**src/rtl/proc_pkg.sv**
```systemverilog
// rtl/proc_pkg.sv - shared opcodes, instruction layout and sequencer states
// Instruction word is {F[5:4], Rx[3:2], Ry[1:0]}.
package proc_pkg;

  localparam logic [1:0] F_LOAD = 2'b00;
  localparam logic [1:0] F_MOVE = 2'b01;
  localparam logic [1:0] F_SUB  = 2'b10;
  localparam logic [1:0] F_ADD  = 2'b11;

  localparam int FIELD_W = 2;
  localparam int INSTR_W = 3 * FIELD_W;

  typedef struct packed {
    logic [FIELD_W-1:0] f;
    logic [FIELD_W-1:0] rx;
    logic [FIELD_W-1:0] ry;
  } instr_t;

  typedef enum logic [1:0] {
    S_IDLE  = 2'd0,
    S_ISSUE = 2'd1,
    S_WAIT  = 2'd2,
    S_ERR   = 2'd3
  } seq_state_e;

  function automatic logic [INSTR_W-1:0] make_instr(input logic [FIELD_W-1:0] f,
                                                    input logic [FIELD_W-1:0] rx,
                                                    input logic [FIELD_W-1:0] ry);
    return {f, rx, ry};
  endfunction

endpackage

```
**src/rtl/seq_fifo.sv**
```systemverilog
// rtl/seq_fifo.sv - instruction FIFO with push, pop, flush and occupancy
// Head entry is read combinationally; flush wins over a same-cycle push.
module seq_fifo
  import proc_pkg::*;
#(
  parameter int DEPTH = 4,
  parameter int WIDTH = INSTR_W
) (
  input  logic                       clk,
  input  logic                       rst,
  input  logic                       push_i,
  input  logic                       pop_i,
  input  logic                       flush_i,
  input  logic [WIDTH-1:0]           wdata_i,
  output logic [WIDTH-1:0]           rdata_o,
  output logic                       full_o,
  output logic                       empty_o,
  output logic [$clog2(DEPTH):0]     level_o
);

  localparam int AW = $clog2(DEPTH);

  logic [WIDTH-1:0] mem_q [DEPTH];
  logic [AW-1:0]    wr_ptr_q, rd_ptr_q;
  logic [AW:0]      level_q, level_d;
  logic             do_push, do_pop;

  assign full_o  = (level_q == (AW+1)'(DEPTH));
  assign empty_o = (level_q == '0);
  assign level_o = level_q;
  assign rdata_o = mem_q[rd_ptr_q];

  assign do_push = push_i && !full_o && !flush_i;
  assign do_pop  = pop_i && !empty_o && !flush_i;

  always_comb begin
    level_d = level_q;
    if (do_push && !do_pop) level_d = level_q + 1'b1;
    else if (do_pop && !do_push) level_d = level_q - 1'b1;
  end

  // Pointers are AW bits wide, so they wrap modulo DEPTH for free.
  always_ff @(posedge clk or posedge rst) begin
    if (rst) begin
      wr_ptr_q <= '0;
      rd_ptr_q <= '0;
      level_q  <= '0;
    end else if (flush_i) begin
      wr_ptr_q <= '0;
      rd_ptr_q <= '0;
      level_q  <= '0;
    end else begin
      if (do_push) wr_ptr_q <= wr_ptr_q + 1'b1;
      if (do_pop)  rd_ptr_q <= rd_ptr_q + 1'b1;
      level_q <= level_d;
    end
  end

  always_ff @(posedge clk) begin
    if (do_push) mem_q[wr_ptr_q] <= wdata_i;
  end

endmodule

```
**src/rtl/proc_seq.sv**
```systemverilog
// rtl/proc_seq.sv - issues queued instructions to proc_fsm one at a time
// Waits for Done per instruction; a watchdog parks the sequencer in S_ERR.
module proc_seq
  import proc_pkg::*;
#(
  parameter int DEPTH   = 4,
  parameter int TIMEOUT = 8
) (
  input  logic                   clk,
  input  logic                   rst,
  input  logic                   in_valid,
  output logic                   in_ready,
  input  logic [5:0]             in_instr,
  input  logic                   flush,
  input  logic                   clr_err,
  output logic                   w,
  output logic [1:0]             F,
  output logic [1:0]             Rx,
  output logic [1:0]             Ry,
  input  logic                   Done,
  output logic                   busy,
  output logic                   err,
  output logic [7:0]             done_cnt,
  output logic [$clog2(DEPTH):0] level
);

  localparam int TW = $clog2(TIMEOUT) + 1;

  seq_state_e         state_q;
  instr_t             cur_q;
  logic [TW-1:0]      timer_q, timer_d;
  logic [7:0]         cnt_q, cnt_d;
  logic               w_q, busy_q, err_q;
  logic               fifo_full, fifo_empty, push, pop;
  logic [INSTR_W-1:0] head;

  assign in_ready = !fifo_full;
  assign push     = in_valid && !fifo_full && !flush;
  // A flush empties the queue, so nothing may be popped in that cycle.
  assign pop      = !flush && !fifo_empty &&
                    ((state_q == S_IDLE) || (state_q == S_WAIT && Done));
  assign timer_d  = timer_q + TW'(1);
  assign cnt_d    = cnt_q + 8'd1;

  seq_fifo #(
    .DEPTH (DEPTH),
    .WIDTH (INSTR_W)
  ) u_fifo (
    .clk     (clk),
    .rst     (rst),
    .push_i  (push),
    .pop_i   (pop),
    .flush_i (flush),
    .wdata_i (in_instr),
    .rdata_o (head),
    .full_o  (fifo_full),
    .empty_o (fifo_empty),
    .level_o (level)
  );

  always_ff @(posedge clk or posedge rst) begin
    if (rst) begin
      state_q <= S_IDLE;
      cur_q   <= '0;
      timer_q <= '0;
      cnt_q   <= '0;
      w_q     <= 1'b0;
      busy_q  <= 1'b0;
      err_q   <= 1'b0;
    end else begin
      w_q <= 1'b0;
      if (pop) cur_q <= head;
      case (state_q)
        S_IDLE: begin
          if (pop) begin
            state_q <= S_ISSUE;
            w_q     <= 1'b1;
            busy_q  <= 1'b1;
          end
        end
        S_ISSUE: begin
          timer_q <= '0;
          state_q <= S_WAIT;
        end
        S_WAIT: begin
          if (Done) begin
            cnt_q <= cnt_d;
            if (pop) begin
              state_q <= S_ISSUE;
              w_q     <= 1'b1;
            end else begin
              state_q <= S_IDLE;
              busy_q  <= 1'b0;
            end
          end else if (timer_q == TW'(TIMEOUT - 1)) begin
            state_q <= S_ERR;
            err_q   <= 1'b1;
            busy_q  <= 1'b0;
          end else begin
            timer_q <= timer_d;
          end
        end
        S_ERR: begin
          if (clr_err) begin
            err_q   <= 1'b0;
            state_q <= S_IDLE;
          end
        end
        default: begin
          state_q <= S_IDLE;
          busy_q  <= 1'b0;
        end
      endcase
    end
  end

  assign w        = w_q;
  assign F        = cur_q.f;
  assign Rx       = cur_q.rx;
  assign Ry       = cur_q.ry;
  assign busy     = busy_q;
  assign err      = err_q;
  assign done_cnt = cnt_q;

endmodule

```
**config.mk**
```make
export PLATFORM = sky130hd
export DESIGN_NAME = proc_seq
export DESIGN_NICKNAME = d
export VERILOG_FILES = /design/src/rtl/proc_pkg.sv /design/src/rtl/seq_fifo.sv /design/src/rtl/proc_seq.sv
export SDC_FILE = /design/constraint.sdc
export NUM_CORES = 1
export LEC_CHECK = 0
export BUFFER_PORTS_ARGS = -buffer_cell sky130_fd_sc_hd__buf_2
export CAP_MARGIN = 15
export CORE_MARGIN = 2
export CORE_UTILIZATION = 34
export CTS_BUF_LIST = sky130_fd_sc_hd__clkbuf_8
export CTS_CLUSTER_SIZE = 40
export DETAILED_ROUTE_END_ITERATION = 7
export GPL_TIMING_DRIVEN = 0
export MAX_ROUTING_LAYER = met4
export PLACE_DENSITY_LB_ADDON = 0.2
export SLEW_MARGIN = 30
export SYNTH_ARGS = -nofsm -noshare
export SYNTH_HDL_FRONTEND = slang
export SYNTH_SLANG_ARGS = --single-unit
```
**constraint.sdc**
```tcl
create_clock -name clk -period 7.43 [get_ports clk]
set_clock_uncertainty 0.1 [all_clocks]
set_input_delay 1.1145 -clock clk [delete_from_list [all_inputs] [get_ports clk]]
set_output_delay 1.1145 -clock clk [all_outputs]
set_load 0.01 [all_outputs]
```
; After elaboration in Yosys (flattened, before gate mapping)
; Memory sizes are Yosys's and may differ from the RTL's. A register that Yosys moved wholly into a read port is not among the register bits.
; Cells that the tools add are included.
[classes]
addsub = 6
n_eq_ne = 12
mux = 30
reduce_logical = 30
[op_table]
columns = cell, n
row1 = two-way mux 2 bit, 8
row2 = two-way mux 1 bit, 12
row3 = logical AND 1 bit, 11
row4 = nonzero test 2 bit, 5
row5 = two-way mux 3 bit, 3
row6 = adder 8 x 1 -> 8 bit (second input constant), 1
row7 = two-way mux 4 bit, 2
row8 = one-hot mux 2 bit (4 select lines), 1
row9 = one-hot mux 4 bit (2 select lines), 1
row10 = AND reduction 4 bit, 2
row11 = inequality test 2 bit (second input constant), 3
row12 = one-hot mux 1 bit (2 select lines), 3
row13 = AND reduction 3 bit, 2
row14 = logical NOT 1 bit, 5
row15 = adder 2 x 1 -> 2 bit (second input constant), 2
row16 = adder 4 x 1 -> 4 bit (second input constant), 1
row17 = equality test 2 bit (second input constant), 2
row18 = equality test 4 x 3 -> 1 bit (second input constant), 1
row19 = inequality test 2 x 1 -> 1 bit (second input constant), 2
row20 = adder 3 x 1 -> 3 bit (second input constant), 1
row21 = equality test 3 bit (second input constant), 1
row22 = logical NOT 3 bit, 1
row23 = inequality test 3 x 2 -> 1 bit (second input constant), 1
row24 = inequality test 3 bit (second input constant), 1
row25 = other kinds (6), 6
[totals]
register_bits = 24
mem_bits_rw = 24
in_bits = 12
out_inout_bits = 21
elab_cells = 88
mem_count = 1
[mem_list]
columns = memory, depth, width, read_ports, rd_clocked_by_memory_dff, write_ports, line
row1 = u_fifo.mem_q, 4, 6, 1, 1, 1, seq_fifo.sv:23  ; logic [WIDTH-1:0] mem_q [DEPTH];

; Longest topological paths before layout
; Gate-level depths: netlist of run 1.
[depth]
ltp_word = 11
depth_mapped = 8
depth_no_buf = 7

; Hierarchy
; A second synthesis of run 1 with hierarchy kept.
[hier_totals]
hier_cells = 186
hier_area_um2 = 2496.1
[by_module_without_submodules]
columns = mod, n_inst, cells_per_inst, area_per_inst_um2
row1 = seq_fifo, 1, 94, 1407.6
row2 = proc_seq, 1, 92, 1088.5

; Worst setup path before layout of run 1
; No wires, ideal clock.
[synth_timing]
path_kind = input to register
start = input port Done
end = register u_fifo.level_q[2] (netlist: u_fifo.level_o[2])
arrival_ns = 2.752
required_ns = 7.207
slack_ns = 4.456
cell_stages = 8
n_path_buf = 1
cell_sequence = nor2b_1 > buf_2 > nor4_4 > nor3_1 > fa_1 > nor3_1 > a21oi_1 > o221a_2
[synth_between]
elab_chain_cells = 9
[synth_lines]
columns = item, line
row1 = start: declaration, proc_seq.sv:20  ; input logic Done,
row2 = logical AND 1 bit *, proc_seq.sv:41  ; ((state_q == S_IDLE) || (state_q == S_WAIT && Done));
row3 = logical OR 1 bit *, proc_seq.sv:41
row4 = logical AND 1 bit *, proc_seq.sv:40  ; assign pop = !flush && !fifo_empty &&
row5 = logical AND 1 bit * (2 in series), seq_fifo.sv:34  ; assign do_pop = pop_i && !empty_o && !flush_i;
row6 = logical NOT 1 bit, seq_fifo.sv:38  ; if (do_push && !do_pop) level_d = level_q + 1'b1;
row7 = logical AND 1 bit, seq_fifo.sv:38
row8 = two-way mux 3 bit, seq_fifo.sv:38
row9 = two-way mux 3 bit, seq_fifo.sv:48  ; end else if (flush_i) begin
row10 = end signal: assignment, seq_fifo.sv:55  ; level_q <= level_d;
row11 = end: declaration, seq_fifo.sv:25  ; logic [AW:0] level_q, level_d;
; Every way passes the cells marked *; elsewhere a longest branch is shown, timed or not.
; A chain may end at the register's enable or synchronous reset.

; Worst setup path after layout of run 1
; Ends and elaborated chain as after synthesis.

==> metrics.md, run 1 <==
| Metric | Value |
|---|---|
| Final ANT Viol Nets | `0` |
| Io pins | `33` |
| Top-count cell post-synth | `dfrtp_1` |
| # fillers | `711` |
| Syn-to-layout area delta | `15.9%` |
| Post-CTS Setup Bufs | `0` |
| Worst path required time | `7520 ps` |
| Main flop type after synthesis | `dfrtp_1` |
| Slew Viols, Final | `0` |
| Power share of the clock group | `19.6%` |
| Startpoint Class | `input pin` |
| CTS clk-pin slew, worst paths | `90 ps` |
| Critical Path AT | `3270 ps` |
| Syn Nets | `214` |
| F_max | `0.315 GHz` |
| Die Ht | `89.6 microns` |
| Tot GR Track Use | `13.0%` |
| DRC viols | `0` |
| Synth top area share | `30.2%` |
| Vias in the first global route | `1586` |
| Final worst-path setup slack | `4260 ps` |
| Sequential area share after synthesis | `59.1%` |
| Initial antenna violation count | `0` |
| Vias | `1644` |
| Clock sinks | `54` |
| Sw Ratio | `34.7%` |
| Post-Syn Area | `2490 sq um` |
| Mapped Cells | `195` |
| TritonCTS clock tree | `built` |
| Post-synth EDFFs | `24` |
| Largest net degree at the start of global routing | `31` |
| Ys Warns | `0` |
| Placement Cell Area | `2770 sq um` |
| Hold WS | `376 ps` |
| Crit path largest cell delay | `630 ps` |
| CTS resizes | `0` |
| Final setup viols | `0` |
| Maximum VDD drop | `0.100 mV` |
| Post-Syn Area per Cell | `12.8 sq um` |
| Multi-input gate area | `937 sq um` |
| Critical-path top delay cell | `nor4_4` |
| DR WL/cell | `13.8 microns` |
| Synth top cells by count | `dfrtp_1 (30), edfxtp_1 (24), nand2_1 (15)` |
| Total grt overflow | `0` |
| Fraction of power consumed by combinational cells | `36.9%` |
| Dpl hpwl | `3150 microns` |
| Reg power frac | `43.4%` |
| Clock Path Buffers | `2` |
| Actual slew at the worst max-slew pin | `731 ps` |
| Yosys reg bits | `54` |
| Post-DR vias/cell | `4.92` |
| Starting Density | `34.7%` |
| Root Buffer | `clkbuf_8` |
| Global-route wire length before repair | `7630 microns` |
| HP Class | `flop to flop` |
| Crit-path max FO | `10` |
| Final Routed Wirelength | `4620 microns` |
| CTS H-Tree Depth | `2` |
| CP endpoint kind | `flop` |
| Diodes inserted | `0` |
| Critical path's top delay family | `simple AND/OR/NAND/NOR gates` |
| Buffers on Ports | `32` |
| Fin. Hold Viols | `0` |
| Buf/Inv on CP | `2` |
| Layout cell share with drive strength beyond 1 | `24.7%` |
| Core footprint | `7180 sq um` |
| Final-stage net count | `253` |
| Relative slew slack | `50.9%` |
| Cts bufs inserted | `5` |
| Hold Buf Count CTS | `0` |
| RSZ-0062 raised after global routing | `no` |
| DR iter-0 viols | `76` |
| Top cells by area, synth | `dfrtp_1 (30%), edfxtp_1 (29%), mux4_2 (5.4%)` |
| Finished Layout Cells | `334` |
| Ys async rst share | `55.6%` |
| Die area | `8020 sq um` |
| FP Rows | `31` |
| Setup TNS | `0 ps` |
| Status | `finished, final reports clean` |
| LEAKAGE | `1.17 nW` |
| Min Tclk post-route | `3170 ps` |
| P_int | `0.643 mW` |
| Post-Place Cells | `326` |
| Final worst path period share | `42.7%` |
| DRT Pass-1 Iters | `4` |
| Fin util | `40.2%` |
| Max-cap violations | `0` |
| Die width | `89.6 microns` |
| DP Worst Slack | `3920 ps` |
| Switching power | `0.342 mW` |
| CP Class | `input pin to flop` |
| Register area | `1470 sq um` |
| Fin area | `2880 sq um` |
| Clk_lat worst skew | `300 ps` |
| Library cells used by synthesis | `46` |
| Routability congestion estimate | `0.685` |
| Pwr Density | `341 nW/um^2` |
| Tot Pwr | `0.985 mW` |
| Largest area contributor in the netlist | `dfrtp_1` |
| Critical-path cell list | `buf_2, nor2b_1, buf_2, nor4_4, nor3_1, fa_1, nor3_1, a21oi_1, o221a_2` |
## worst paths after layout
kind / end / slack, ps / cells past startpoint / from
setup / recovery: u_fifo.level_o[2] / 4260 / 9 / Done
hold / removal: done_cnt[7] / 380 / 1 / done_cnt[7]
setup reg to reg: u_fifo.level_o[1] / 4730 / 7 / u_fifo.level_o[0]
hold reg to reg: done_cnt[7] / 380 / 1 / done_cnt[7]
max in group asynchronous: u_fifo.rd_ptr_q[1] / 5980 / 2 / rst
min in group asynchronous: Ry[1] / 800 / 2 / rst
## sequential cells by signal, summed over array words and instances (netlist names)
name             cells
timer_q              4
u_fifo.rd_ptr_q      2
w                    1
Rx                   2
Ry                   2
u_fifo.mem_q        24
err                  1
state_q              2
u_fifo.level_o       3
F                    2
busy                 1
done_cnt             8
u_fifo.wr_ptr_q      2
## per-layer routing
layer	track usage, %	wire, microns	vias to the layer above
met3	3.05	170	4
met1	17.1	2200	802
met5	-	0	-
met2	19.7	2200	41
met4	4.88	56	0
li1	-	-	797
## power groups by stage
stage          combinational (mW)  clock (mW)  sequential [mW]
2_1_floorplan               0.250           0            0.445
3_3_place_gp                0.365           0            0.434
3_5_place_dp                0.366           0            0.435
4_1_cts                     0.368       0.203            0.428
5_1_grt                     0.410       0.215            0.439
6_report                    0.364       0.193            0.428
## worst reg2reg max path: stages (launching register included)
cell,delay (ps)
dfrtp_1,500
nor3_1,620
nor4_4,190
nor3_1,220
fa_1,470
nor2_1,120
mux2i_1,70
o311ai_1,290
## cells in the final DEF (no fill, tap or decap), drive strengths merged, types with 3 or more instances in the layout
cell type / n
buf: 37
dfrtp: 30
edfxtp: 24
nand2: 15
nor2: 11
inv: 11
nor3: 9
clkbuf: 9
xnor2: 7
a21oi: 7
mux4: 6
mux2: 6
ha: 6
a31oi: 4
o22ai: 4
o21ai: 4
nand3: 4
and2: 4
nor2b: 3
xor2: 3
a21o: 3
## kinds of logic (layout without fill, tap and decap cells)
| group | Yosys count | count (layout) | share of synthesized area [%] |
|---|---|---|---|
| xor gates and xnor gates | 10 | 10 | 3.52 |
| buffers and inverters | 19 | 59 | 3.22 |
| muxes | 14 | 14 | 8.95 |
| and+or+nand+nor | 60 | 60 | 12.9 |
| DFF | 54 | 54 | 59.1 |
| AOI/OAI and AO/OA | 31 | 31 | 8.45 |
| adders and majority gates | 7 | 7 | 3.82 |
## layout make-up
cell class | instances | share of cell area (%)
sequential | 54 | 51.0
multi-input combinational | 122 | 32.5
timing repair buffer | 32 | 5.55
tap | 99 | 4.30
clock buffer | 5 | 2.39
clock inverter | 3 | 1.48
buffer | 9 | 1.48
inverter | 10 | 1.30
(Power assumes the default switching activity.)
==> inputs of run 2 (changes only) <==
--- a/config.mk
+++ b/config.mk
@@ -5,6 +5,7 @@
 export SDC_FILE = /design/constraint.sdc
 export NUM_CORES = 1
 export LEC_CHECK = 0
+export ABC_AREA = 1
 export BUFFER_PORTS_ARGS = -buffer_cell sky130_fd_sc_hd__buf_2
 export CAP_MARGIN = 15
 export CORE_MARGIN = 2
==> constraint.sdc (replaced) <==
create_clock -name clk -period 2.65 [get_ports clk]
set_clock_uncertainty 0.1 [all_clocks]
set_input_delay 0.3975 -clock clk [delete_from_list [all_inputs] [get_ports clk]]
set_output_delay 0.3975 -clock clk [all_outputs]
set_load 0.01 [all_outputs]
==> metrics.md, run 2 <==
| Metric | Value |
|---|---|
| Main flop type after synthesis | `dfrtp_1` |
| Crit-path max FO | `7` |
| Clock sinks | `54` |
| RR Startpoint | `state_q[0]` |
| RSZ-0062 raised after global routing | `no` |
| Fin. Hold Viols | `0` |
| Synth top cells by count | `nor2_1 (46), nand2_1 (32), dfrtp_1 (30)` |
| Global-route wire length before repair | `7440 microns` |
| Largest net degree at the start of global routing | `31` |
| Final setup viols | `0` |
| Layout cell share with drive strength beyond 1 | `26.2%` |
| Top-count cell post-synth | `nor2_1` |
| Synth Area in Simple Gates | `20.1%` |
| Post-Syn Area per Cell | `10.2 sq um` |
| Root Buffer | `clkbuf_8` |
| Total grt overflow | `0` |
| Synth top area share | `30.3%` |
| Power share of the clock group | `21.0%` |
| Min Tclk post-route | `1990 ps` |
| Startpoint Class | `flop` |
| CTS H-Tree Depth | `2` |
| Maximum VDD drop | `0.379 mV` |
| Hold Buf Count CTS | `0` |
| Pwr Density | `933 nW/um^2` |
| Commonest non-fill, non-tap cells in the layout | `nor2_1 (46), buf_2 (33), nand2_1 (32)` |
| Syn Nets | `261` |
| Critical-path cell list | `inv_2, o21ai_2, nor2_8, nor2_4, fa_1, xnor2_1, inv_1, nand2_1, nand2_1, nand2_1, nand2_1` |
| Initial antenna violation count | `0` |
| Critical path's top delay family | `flip-flops` |
| Mapped Cells | `242` |
| Routability congestion estimate | `0.738` |
| Crit path largest cell delay | `500 ps` |
| Sequential area share after synthesis | `59.4%` |
| Slew Viols, Final | `0` |
| Final Routed Wirelength | `4580 microns` |
| Vias | `1701` |
| Die Ht | `89.3 microns` |
| Max reg flops | `24` |
| Largest area contributor in the netlist | `dfrtp_1` |
| Critical Path AT | `2100 ps` |
| Post-synth EDFFs | `24` |
| Status | `finished, final reports clean` |
| Most common cell on crit path | `nand2_1` |
| Reg with most FFs | `u_fifo.mem_q` |
| Post-DR vias/cell | `4.46` |
| Mux contribution to synthesized area | `0%` |
| Actual slew at the worst max-slew pin | `643 ps` |
| Main combinational cell family by area after synthesis | `simple AND/OR/NAND/NOR gates` |
| Cts bufs inserted | `5` |
| Library cells used by synthesis | `30` |
| Post-Place Cells | `373` |
| DRC viols | `0` |
| Final-stage net count | `300` |
| Commonest non-fill, non-tap cell in the layout | `nor2_1` |
| Worst path required time | `2770 ps` |
| CP endpoint kind | `flop` |
| Final ANT Viol Nets | `0` |
| DR WL/cell | `12.0 microns` |
| P_int | `1.67 mW` |
| XOR/XNOR Fraction of Synth Area | `2.78%` |
| Final worst path period share | `75.1%` |
| Syn-to-layout area delta | `16.1%` |
| Ys async rst share | `55.6%` |
| Worst R2R Path Depth | `11` |
| Crit path depth | `11` |
| Ys Warns | `0` |
| LEAKAGE | `1.29 nW` |
| CP Launch Point | `state_q[0]` |
| Setup TNS | `0 ps` |
| Clock Path Buffers | `2` |
| Finished Layout Cells | `381` |
| Post-Syn Area | `2480 sq um` |
| Critical-path top delay cell | `dfrtp_1` |
| Fraction of power consumed by combinational cells | `34.5%` |
| Starting Density | `34.7%` |
| DR iter-0 viols | `51` |
| Switching power | `1.01 mW` |
| Relative slew slack | `57.0%` |
| Io pins | `33` |
| Synth Area in Adders | `3.84%` |
| Tot GR Track Use | `12.8%` |
| CTS resizes | `0` |
| Post-CTS Setup Bufs | `0` |
| Clk_lat worst skew | `310 ps` |
| Core footprint | `7140 sq um` |
| F_max | `0.503 GHz` |
| Dpl hpwl | `3230 microns` |
| CP Class | `flop to flop` |
| Die area | `7980 sq um` |
| HP Class | `input pin to asynchronous set/reset pin` |
| CTS clk-pin slew, worst paths | `100 ps` |
| Buffers on Ports | `32` |
| Buf/Inv on CP | `2` |
| Top cells by area, synth | `dfrtp_1 (30%), edfxtp_1 (29%), nor2_1 (7.0%)` |
| Compound-Gate Fraction of Synth Area | `8.79%` |
| Reg power frac | `44.5%` |
| Max-cap violations | `0` |
| Die width | `89.3 microns` |
| Vias in the first global route | `1656` |
| FP Rows | `31` |
| DRT Pass-1 Iters | `4` |
| Yosys reg bits | `54` |
| Diodes inserted | `0` |
| TritonCTS clock tree | `built` |
| Sw Ratio | `37.5%` |
run 2: changes by cell type after synthesis, moves of 7 or more:
| cell | delta |
|---|---|
| nor2_1 | +35 |
| nand2_1 | +17 |
| o21ai_0 | +14 |
| inv_1 | +9 |
| nand2_2 | +8 |
| nor3_1 | -8 |
| inv_2 | +7 |
run 2: stage by stage:
| stage | utilization [%] | hold WS, ps | power [mW] | worst slack [ps] | instance area, sq um |
|---|---|---|---|---|---|
| CTS | 40.3 | 86.2 | 2.72 | 651 | 2870 |
| finish | 40.3 | 59.6 | 2.68 | 661 | 2870 |
| detailed placement | 38.7 | 355 | 2.15 | 633 | 2760 |
| global placement | 38.7 | 352 | 2.13 | 620 | 2760 |
| global route | 40.3 | 120 | 2.89 | 471 | 2870 |
| floorplan | - | 371 | 1.86 | 755 | 2480 |
run 2: layer usage:
layer,part of all wire (%),track usage [%],wire length [microns],vias up
li1,-,-,-,868
met1,46,15.8,2110,791
met2,48,20.3,2190,37
met3,4.8,3.32,221,5
met4,1.2,4.88,53,0
met5,0,-,0,-
run 2: final timing paths:
kind | end | slack [ps]
setup reg to reg | u_fifo.level_o[2] | 660
hold reg to reg | done_cnt[7] | 360
setup / recovery | u_fifo.level_o[2] | 660
hold / removal | w | 60
max in group asynchronous | u_fifo.wr_ptr_q[0] | 1970
min in group clk | u_fifo.mem_q[2][4] | 200
run 2: final cells by class:
class / instances / area [sq um]
inverter: 26 / 97.6
timing repair buffer: 32 / 160
multi-input combinational: 158 / 880
sequential: 54 / 1470
buffer: 4 / 27.5
tap: 99 / 124
fill: 718 / 4260
clock buffer: 5 / 68.8
clock inverter: 3 / 45.0
run 2: power by group through the flow:
stage / Combinational (mW) / Sequential (mW) / Clock (mW)
5_1_grt: 1.07 / 1.22 / 0.604
3_3_place_gp: 0.921 / 1.21 / 0
3_5_place_dp: 0.934 / 1.21 / 0
6_report: 0.925 / 1.19 / 0.562
4_1_cts: 0.941 / 1.20 / 0.577
2_1_floorplan: 0.627 / 1.23 / 0
run 2: cell families after synthesis:
kind of cell               after synthesis
AOI/OAI and AO/OA                       40
xor gates and xnor gates                 7
adders and majority gates                7
buffers and inverters                   30
DFF                                     54
and+or+nand+nor                        104
==> inputs of run 3 (changes only) <==
==> constraint.sdc (replaced) <==
create_clock -name clk -period 2 [get_ports clk]
set_clock_uncertainty 0.1 [all_clocks]
set_input_delay 0.3 -clock clk [delete_from_list [all_inputs] [get_ports clk]]
set_output_delay 0.3 -clock clk [all_outputs]
set_load 0.01 [all_outputs]
==> metrics.md, run 3 (synthesis results as in run 2) <==
| Metric | Value |
|---|---|
| FP Rows | `31` |
| DR WL/cell | `11.9 microns` |
| Global-route wire length before repair | `7450 microns` |
| Diodes inserted | `0` |
| Clock sinks | `54` |
| DP Worst Slack | `31.7 ps` |
| Tot GR Track Use | `12.9%` |
| CP endpoint kind | `flop` |
| Post-Place Cells | `373` |
| HP Class | `input pin to flop` |
| CP Class | `flop to flop` |
| Root Buffer | `clkbuf_8` |
| # fillers | `711` |
| DRT Pass-1 Iters | `4` |
| Final worst path period share | `93.4%` |
| Die area | `7980 sq um` |
| Core footprint | `7140 sq um` |
| Die Ht | `89.3 microns` |
| Starting Density | `34.7%` |
| RR Endpoint | `u_fifo.level_o[2]` |
| Fin util | `41.1%` |
| CTS H-Tree Depth | `2` |
| Vias in the first global route | `1659` |
| Relative slew slack | `57.0%` |
| LEAKAGE | `1.31 nW` |
| Total grt overflow | `0` |
| Die width | `89.3 microns` |
| Post-DR vias/cell | `4.46` |
| Routability congestion estimate | `0.738` |
| Syn-to-layout area delta | `18.5%` |
| F_max | `0.535 GHz` |
| Dpl hpwl | `3230 microns` |
| Io pins | `33` |
| Slew Viols, Final | `0` |
| Commonest non-fill, non-tap cells in the layout | `nor2_1 (46), buf_2 (33), nand2_1 (32)` |
| Initial antenna violation count | `0` |
| Clock Path Buffers | `2` |
| Setup TNS | `0 ps` |
| Worst path required time | `2110 ps` |
| Buffers on Ports | `32` |
| RR Startpoint | `u_fifo.level_o[1]` |
| Max reg flops | `24` |
| Final-stage net count | `305` |
| CTS clk-pin slew, worst paths | `100 ps` |
| Status | `finished, final reports clean` |
| Hold_sp | `in_instr[4]` |
| Maximum VDD drop | `0.502 mV` |
| Vias | `1723` |
| Max-cap violations | `0` |
| Flop2flop setup slack | `130 ps` |
| DR iter-0 viols | `51` |
| Reg with most FFs | `u_fifo.mem_q` |
| Largest net degree at the start of global routing | `31` |
| DRC viols | `0` |
| Fin. Hold Viols | `0` |
| Startpoint Class | `flop` |
| Critical Path AT | `1980 ps` |
| Finished Layout Cells | `386` |
| Layout cell share with drive strength beyond 1 | `28.6%` |
| Final ANT Viol Nets | `0` |
| Most common cell on crit path | `nand2_1` |
| Pwr Density | `1240 nW/um^2` |
| Crit-path max FO | `7` |
| Final worst-path setup slack | `132 ps` |
| Commonest non-fill, non-tap cell in the layout | `nor2_1` |
| WHS Path Cells | `1` |
| Critical-path cell list | `nor2_2, nand2_2, nand3_4, nor2_4, fa_2, xnor2_2, inv_1, nand2_1, nand2_1, nand2_1, nand2_1` |
| Actual slew at the worst max-slew pin | `643 ps` |
| Hold Path End | `u_fifo.mem_q[2][4]` |
| Worst R2R Path Depth | `11` |
| Min Tclk post-route | `1870 ps` |
| Crit path largest cell delay | `430 ps` |
| Final Routed Wirelength | `4600 microns` |
| Critical-path top delay cell | `dfrtp_1` |
| Hold WS | `104 ps` |
| Final setup viols | `0` |
| Cts bufs inserted | `5` |
| TritonCTS clock tree | `built` |
| Clk_lat worst skew | `310 ps` |
run 3: cell count changes in the layout (fill, tap and decap cells not counted), sizes merged:
cell,delta
dlygate4sd3,+1
buf,+4
run 3: timing repair:
item	4_1_cts	5_1_grt
hold buffers	1	0
buffers inserted	0	4
gates resized for setup	0	5
endpoints found under the setup margin	0	1
hold endpoints to repair	25	0
run 3: worst max path at each step:
stage | to | depth (start not counted) | from
after floorplan | u_fifo.level_o[2] | 11 | u_fifo.level_o[0]
after global placement | u_fifo.level_o[2] | 11 | state_q[0]
after detailed placement | u_fifo.level_o[2] | 11 | state_q[0]
after CTS | u_fifo.level_o[2] | 11 | state_q[0]
after global routing | u_fifo.level_o[2] | 11 | u_fifo.level_o[1]
final | u_fifo.level_o[2] | 11 | u_fifo.level_o[1]
run 3: routing by layer:
metal / wire [microns] / vias up / track usage (%) / part of all wire (%)
met4: 53 / 0 / 4.88 / 1.2
li1: - / 878 / - / -
met3: 177 / 5 / 3.32 / 3.8
met5: 0 / - / - / 0
met2: 2230 / 31 / 20.3 / 49
met1: 2140 / 809 / 15.8 / 46
run 3: power breakdown:
group | internal, mW | switching (mW)
Combinational | 0.513 | 0.787
Sequential | 1.39 | 0.193
Clock | 0.373 | 0.372
run 3: final cells by class:
type / instances / area [sq um] / share of cell area (%)
Clock inverter: 3 / 45.0 / 1.54
Multi-Input combinational cell: 158 / 897 / 30.6
Clock buffer: 5 / 68.8 / 2.35
Sequential cell: 54 / 1470 / 50.2
Tap cell: 99 / 124 / 4.22
Timing Repair Buffer: 37 / 200 / 6.82
Buffer: 4 / 27.5 / 0.938
Inverter: 26 / 97.6 / 3.33
run 3: critical path, delay by kind of cell, from the launching register on:
kind	cells	cell delay, ps
and+or+nand+nor	8	660
DFF	1	430
adders and majority gates	1	350
xor gates and xnor gates	1	190
buffers and inverters	1	50
run 3: per-stage QoR:
| stage | instance area [sq um] | power [mW] |
|---|---|---|
| 6_report | 2930 | 3.63 |
| 5_1_grt | 2930 | 3.91 |
| 4_1_cts | 2880 | 3.60 |
| 3_5_place_dp | 2760 | 2.84 |
| 3_3_place_gp | 2760 | 2.83 |
| 2_1_floorplan | 2480 | 2.46 |
